$ cat src/rtl/hazard_unit.sv
// hazard_unit -- central pipeline controller for the five-stage RISC-V core.
//
// Purpose:
//   Drives the stall/flush controls of the F/D, D/E, E/M and M/W pipeline
//   registers and the Execute-stage operand-forwarding selects. Multi-cycle
//   data-memory accesses are sequenced by an IDLE/WAIT/ABORT state machine
//   with a timeout. A saturating counter tallies cycles spent with StallF=1.
//
// Configuration macro:
//   FORWARD_EN  defined   : M/W -> E forwarding, load-use stall only.
//               undefined : no forwarding (selects tied to 00); any pending
//                           E/M write to a Decode source stalls Decode.
//
// Ports:
//   clk, reset                      clock, synchronous active-high reset
//   Rs1D, Rs2D                      Decode source registers
//   Rs1E, Rs2E, RdE                 Execute sources / destination
//   RdM, RdW                        Memory / WriteBack destinations
//   RegWriteE/M/W                   per-stage register-write enables
//   LoadE                           Execute instruction is a load
//   PCSrcE                          taken branch/jump resolved in Execute
//   MemReqM, MemReadyM              data-memory request / completion
//   StallF/D/E/M                    hold PC, F-D, D-E, E-M registers
//   FlushD/E/W                      bubble F-D, D-E, M-W registers
//   ForwardAE/BE                    00 regfile, 01 from W, 10 from M
//   MemErr                          sticky memory-timeout flag
//   StallCount                      saturating count of StallF cycles

module hazard_unit #(
    parameter int MEM_TIMEOUT = 16,
    parameter int CNT_W       = 16
) (
    input  logic             clk,
    input  logic             reset,
    input  logic [4:0]       Rs1D,
    input  logic [4:0]       Rs2D,
    input  logic [4:0]       Rs1E,
    input  logic [4:0]       Rs2E,
    input  logic [4:0]       RdE,
    input  logic [4:0]       RdM,
    input  logic [4:0]       RdW,
    input  logic             RegWriteE,
    input  logic             RegWriteM,
    input  logic             RegWriteW,
    input  logic             LoadE,
    input  logic             PCSrcE,
    input  logic             MemReqM,
    input  logic             MemReadyM,
    output logic             StallF,
    output logic             StallD,
    output logic             StallE,
    output logic             StallM,
    output logic             FlushD,
    output logic             FlushE,
    output logic             FlushW,
    output logic [1:0]       ForwardAE,
    output logic [1:0]       ForwardBE,
    output logic             MemErr,
    output logic [CNT_W-1:0] StallCount
);

    localparam int WCNT_W = (MEM_TIMEOUT > 2) ? $clog2(MEM_TIMEOUT) : 1;

    typedef enum logic [1:0] {IDLE, WAIT, ABORT} state_t;

    state_t            state, state_nxt;
    logic [WCNT_W-1:0] wait_cnt, wait_cnt_nxt;

    logic       mem_stall;
    logic       data_stall;
    logic [1:0] fwd_a, fwd_b;

    // ABORT masks the still-asserted request so the pipeline can drain.
    assign mem_stall = MemReqM & ~MemReadyM & (state != ABORT);

`ifdef FORWARD_EN
    // M has the younger value, so it beats W.
    function automatic logic [1:0] fwd_sel(input logic [4:0] rs);
        if (RegWriteM && RdM != 5'd0 && RdM == rs)      return 2'b10;
        else if (RegWriteW && RdW != 5'd0 && RdW == rs) return 2'b01;
        else                                            return 2'b00;
    endfunction

    assign fwd_a      = fwd_sel(Rs1E);
    assign fwd_b      = fwd_sel(Rs2E);
    // Only a load result is too late to forward into the next instruction.
    assign data_stall = LoadE & (RdE != 5'd0) & ((RdE == Rs1D) | (RdE == Rs2D));

    logic unused_sigs;
    assign unused_sigs = RegWriteE;
`else
    assign fwd_a = 2'b00;
    assign fwd_b = 2'b00;
    // W needs no stall: the regfile is write-first.
    assign data_stall =
        (RegWriteE & (RdE != 5'd0) & ((RdE == Rs1D) | (RdE == Rs2D))) |
        (RegWriteM & (RdM != 5'd0) & ((RdM == Rs1D) | (RdM == Rs2D)));

    logic unused_sigs;
    assign unused_sigs = ^{Rs1E, Rs2E, RdW, RegWriteW, LoadE};
`endif

    // Priority: memory stall > taken branch > data hazard. Everything is
    // forced inactive while reset is held.
    always_comb begin
        StallF    = 1'b0;
        StallD    = 1'b0;
        StallE    = 1'b0;
        StallM    = 1'b0;
        FlushD    = 1'b0;
        FlushE    = 1'b0;
        FlushW    = 1'b0;
        ForwardAE = 2'b00;
        ForwardBE = 2'b00;
        if (!reset) begin
            ForwardAE = fwd_a;
            ForwardBE = fwd_b;
            if (mem_stall) begin
                StallF = 1'b1;
                StallD = 1'b1;
                StallE = 1'b1;
                StallM = 1'b1;
                FlushW = 1'b1;
            end else begin
                FlushW = (state == ABORT);
                if (PCSrcE) begin
                    FlushD = 1'b1;
                    FlushE = 1'b1;
                end else if (data_stall) begin
                    StallF = 1'b1;
                    StallD = 1'b1;
                    FlushE = 1'b1;
                end
            end
        end
    end

    always_comb begin
        state_nxt    = state;
        wait_cnt_nxt = wait_cnt;
        case (state)
            IDLE: if (mem_stall) begin
                state_nxt    = WAIT;
                wait_cnt_nxt = WCNT_W'(1);
            end
            WAIT: begin
                // Ready on the limit cycle still completes normally.
                if (MemReadyM)                                state_nxt = IDLE;
                else if (wait_cnt == WCNT_W'(MEM_TIMEOUT - 1)) state_nxt = ABORT;
                else                                          wait_cnt_nxt = wait_cnt + 1'b1;
            end
            ABORT:   state_nxt = IDLE;
            default: state_nxt = IDLE;
        endcase
    end

    always_ff @(posedge clk) begin
        if (reset) begin
            state      <= IDLE;
            wait_cnt   <= '0;
            MemErr     <= 1'b0;
            StallCount <= '0;
        end else begin
            state    <= state_nxt;
            wait_cnt <= wait_cnt_nxt;
            if (state == ABORT)
                MemErr <= 1'b1;
            if (StallF && StallCount != {CNT_W{1'b1}})
                StallCount <= StallCount + 1'b1;
        end
    end

endmodule
$ cat config.mk
export PLATFORM = sky130hd
export DESIGN_NAME = hazard_unit
export DESIGN_NICKNAME = d
export VERILOG_FILES = /design/src/rtl/hazard_unit.sv
export SDC_FILE = /design/constraint.sdc
export NUM_CORES = 1
export LEC_CHECK = 0
export ABC_CLOCK_PERIOD_IN_PS = 4500
export CAP_MARGIN = 20
export CORE_MARGIN = 2
export CORE_UTILIZATION = 67
export CTS_CLUSTER_SIZE = 10
export DETAILED_ROUTE_END_ITERATION = 6
export DONT_BUFFER_PORTS = 1
export PLACE_DENSITY = 0.85
export SETUP_SLACK_MARGIN = 0.15
export SLEW_MARGIN = 15
export SYNTH_ARGS = -nofsm -noshare
export SYNTH_HDL_FRONTEND = slang
export SYNTH_SLANG_ARGS = --single-unit
$ cat constraint.sdc
create_clock -name clk -period 4.5 [get_ports clk]
set_input_delay 0.45 -clock clk [delete_from_list [all_inputs] [get_ports clk]]
set_output_delay 0.45 -clock clk [all_outputs]
set_load 0.05 [all_outputs]
### Yosys cells after proc, flatten, opt, wreduce, memory -nomap -nowiden

Index checks and enable logic that the tools add are counted.

* memories kept: 0
* flip-flop bits (word level): 23
* bits in writable memories: 0
* logic and storage cells: 58
* latch bits: 0
* memory bits (read-only): 0

* bitwise logic cells: 10
* muxes and demuxes: 22
* reductions and logical operators: 7
* order comparisons: 0
* $add $sub $neg: 2
* multiply operators: 0
* eq/ne operators: 13
* shifts and indexed selects: 0
* div/mod/pow operators: 0

Operators by type and width (count)
* 5-bit == test: 4
* 16-bit by 1-bit adder with 16-bit output (second input constant): 1
* 16-bit inequality test (second input constant): 1
* 1-bit 2-to-1 mux: 14
* 4-bit 2-to-1 mux: 3
* 5-bit nonzero test: 2
* 2-bit inequality test (second input constant): 4
* 4-bit case mux with 2 select lines: 1
* 1-bit AND: 6
* 2-bit 2-to-1 mux: 3
* 4-bit by 1-bit adder with 4-bit output (second input constant): 1
* 4-bit == test (second input constant): 1
* 2-bit case mux with 2 select lines: 1
* 4-bit AND reduction: 1
* 3-bit inequality test (second input constant): 1
* 1-bit OR: 3
* 2-bit by 1-bit == test with 1-bit output (second input constant): 1
* 2-bit == test (second input constant): 1
* 2-bit logical NOT: 1
* 2-bit AND reduction: 1
* 2-bit nonzero test: 1
* 1-bit logical AND: 1
* 1-bit inverter: 1

### Logic depth before layout (Yosys ltp)

* depth after elaboration: 9
* gate-level depth with buffers: 10
* mapped depth without buffers: 8

### Worst setup path after synthesis

No wires, ideal clock.

* path type: input port to output port
* start point: input Rs2D[3]
* end point: output StallF
* path buffers: 1
* cell stages on the path: 6
* data required time: 4.050 ns
* arrival time: 2.774 ns
* path slack: 1.276 ns
* path through: xor2_1 -> nor3_1 -> a22oi_1 -> a2bb2oi_1 -> o31ai_1 -> buf_4

* longest elaborated chain between the ends: 8
* elaborated cells on any way between the ends: 11

RTL lines
* from (decl): line 36 `input logic [4:0] Rs2D,`
* 5-bit == test (on tied branches): line 96, 97
* 1-bit OR (on tied branches): line 96, 97
* 1-bit AND (on tied branches): line 96, 97
* 1-bit OR (*): line 96 `(RegWriteE & (RdE != 5'd0) & ((RdE == Rs1D) | (RdE == Rs2D))) |`
* 1-bit 2-to-1 mux (*) (4 in series)
* to (decl): line 49 `output logic StallF,`

Every way passes the cells marked *; elsewhere a longest branch is shown, timed or not.

### Worst setup path in the final report

* start point: register StallCount[0]
* end point: register StallCount[3]

* longest elaborated chain between the ends: 2
* elaborated cells on any way between the ends: 3

RTL lines
* from (decl): line 59 `output logic [CNT_W-1:0] StallCount`
* from (signal assigned): line 169 `StallCount <= StallCount + 1'b1;`
* parallel branches: the longest is 2 deep, another holds 16-bit by 1-bit adder with 16-bit output

Several ways; the timed one is not identified.
A chain may end at the register's enable or synchronous reset.

==> impl_metrics.tcl <==
set metrics [dict create \
    status "complete, no violations" \
    top_layer "met4" \
    synth_common_cells "dfxtp_1, nor2_1, nand2_1, xor2_1, a21oi_1" \
    cp_data_arrival_time_ns 3.17 \
    fin_worst_skew_ns 0.00537 \
    overflow 0 \
    min_period_ns 2.99 \
    cts_setup_buffers 0 \
    start_kind "flop" \
    clk_pin_slew_worst_paths_ns 0.13 \
    holdBufCountCts 0 \
    syn_area_per_cell_um2 8.02 \
    p_per_area_mw_per_mm2 249 \
    path_depth 8 \
    track_usage 0.254 \
    drv_slew 0 \
    post_cts_resized 0 \
    n_antenna_cell 0 \
    cp_cell_sequence "ha_1 > nand4_1 > nor4_1 > or4_1 > o22ai_2 > nor2_2 > nor2_1 > mux2i_1" \
    die_h_um 50.7 \
    antenna_found_initial 0 \
    min_period_over_period 0.665 \
    crit_start "StallCount[0]" \
    slew_headroom 0.258 \
    coreArea_mm2 0.00200 \
    yosysTopAreaCellShare 0.316 \
    drive_gt1_frac 0.0615 \
    endpoint_kind "flop" \
    synth_cell_types 38 \
    hold_viol_final 0 \
    tns_ns 0 \
    dieArea_mm2 0.00257 \
    route.detailed.drc 0 \
    rsz0062_at_grt "no" \
    met3_length_um 214 \
    crit_family "simple AND/OR/NAND/NOR gates" \
    grt_pass1_vias 1250 \
    num_vias 1304 \
    ant_nets 0 \
    dpl.hpwl_um 2410 \
    cap_violations 0 \
    cts_sinks 23 \
    grt_first_pass_wirelength_um 5110 \
    reg2reg_depth 8 \
    wl_um 3090 \
    slowest_delay_ns 0.79 \
    drtIter0Drc 20 \
    synthCells 182 \
    yosys_warnings 0 \
    max-vdd-ir-drop_v 0.000166 \
    crit_path_top_delay_cell "dfxtp_1" \
    port_buffers 0 \
    setup_viol 0 \
    final_area_mm2 0.00148 \
    met2_length_um 1580 \
    r2r-end "StallCount[3]" \
    areaGrowthSynthToFinish_pct 1.63 \
    crit_required_ns 4.68 \
    crit_type "flop to flop" \
    yosys.cell_count.top_type "dfxtp_1" \
    reg2reg_slack_ns 1.51 \
    numCtsBuffers 3 \
    clockBufferDepth 2 \
    io_pins 72 \
    p_leak_nw 0.476 \
    cts_max_level 1 \
    clk_latency_ns 0.31 \
    via_per_inst 6.33 \
    synth_area_leader_cell "dfxtp_1" \
    row_count 16 \
    yosys_register_bits 23 \
    grt_start_max_net_pins 24 \
    cp_max_fo 21 \
    placed_area_mm2 0.00146 \
    cts_tree "built" \
    cts_root_buf "clkbuf_4" \
    endpoint "StallCount[3]" \
    worst_slew_pin_slew_ns 1.11 \
    dieWidth_um 50.7 \
    wl_met1_um 1260 \
    fin_nets 226 \
    async_flop_share 0 \
    initial_core_util 0.729 \
    synthFlopType "dfxtp_1" \
    wl_per_cell_um 15.0 \
    syn_area_mm2 0.00146 \
    hold_class "input port to flop" \
    fmax_mhz 334 \
    routabilityCongestion 0.793 \
    ys_seq_area_frac 0.316 \
    drtPass1Iterations 4 \
    synth_area_leaders "dfxtp_1, xor2_1, xnor2_1" \
    critical_path_buf_inv_count 0 \
    reg2reg_from "StallCount[0]" \
    synth_edf_count 0 \
]
worst reg2reg max path, stage by stage, from the launching register on:
cell	delay, ns
dfxtp_1	0.79
ha_1	0.31
nand4_1	0.10
nor4_1	0.49
or4_1	0.22
o22ai_2	0.10
nor2_2	0.57
nor2_1	0.14
mux2i_1	0.15
where the power goes:
group,switching (mW),internal (mW)
Sequential,0.00662,0.206
Combinational,0.0399,0.0207
Clock,0.0624,0.0332
registers in the layout (all words and copies together), names as in the netlist:
register    cells
MemErr          1
StallCount     16
state           2
wait_cnt        4
cells by family (layout without fill, tap and decap cells):
group,after synthesis,after routing,share of synthesized area
XOR/XNOR,23,23,0.138
buffers and inverters,18,12,0.0695
adder cells (fa/ha/maj),2,2,0.0171
multiplexers,4,4,0.0274
AND/OR/NAND/NOR,73,73,0.264
AO/OA/AOI/OAI,38,38,0.166
other,1,4,0.00257
flip-flops,23,23,0.316
how the worst min path moves through the flow:
| stage | depth (start not counted) | to | startpoint |
|---|---|---|---|
| after floorplan | 1 | state[0] | state[1] |
| after global placement | 1 | state[0] | state[1] |
| after detailed placement | 1 | state[0] | state[1] |
| after CTS | 1 | StallCount[9] | reset |
| after global routing | 1 | StallCount[5] | reset |
| final | 1 | StallCount[5] | reset |
metrics by stage:
step	hold slack (ns)	util	setup slack, ns	instances	power, mW
2_1_floorplan	0.464	-	1.28	185	0.275
3_3_place_gp	0.486	0.727	1.63	202	0.274
6_report	0.193	0.741	1.51	206	0.369
5_1_grt	0.159	0.741	1.17	206	0.386
4_1_cts	0.184	0.741	1.51	206	0.369
3_5_place_dp	0.489	0.727	1.53	202	0.277
final cells by class:
type | count | area [µm²]
clock buffers | 3 | 22.5
flip-flops and latches | 23 | 460
multi-input cells | 144 | 927
inverters | 7 | 26.3
clock inverters | 1 | 5.00
well taps | 27 | 33.8
fillers | 159 | 519
repair buffers | 1 | 7.51
layer usage:
metal	up-vias	track usage
li1	646	-
met1	598	0.267
met2	52	0.478
met3	8	0.0774
met4	0	0.0766
met5	-	0
layout by cell type, fill, tap and decap left out, drive strengths merged, types with 5 or more instances in the layout:
cell	netlist	routed
xor2	13	13
nor2	17	17
inv	7	7
nand3	10	10
o31ai	8	8
dfxtp	23	23
nand4	5	5
o21ai	9	9
xnor2	10	10
nor3	5	5
nand2	13	13
a21oi	12	12
or4	9	9
(Power assumes the default switching activity.)
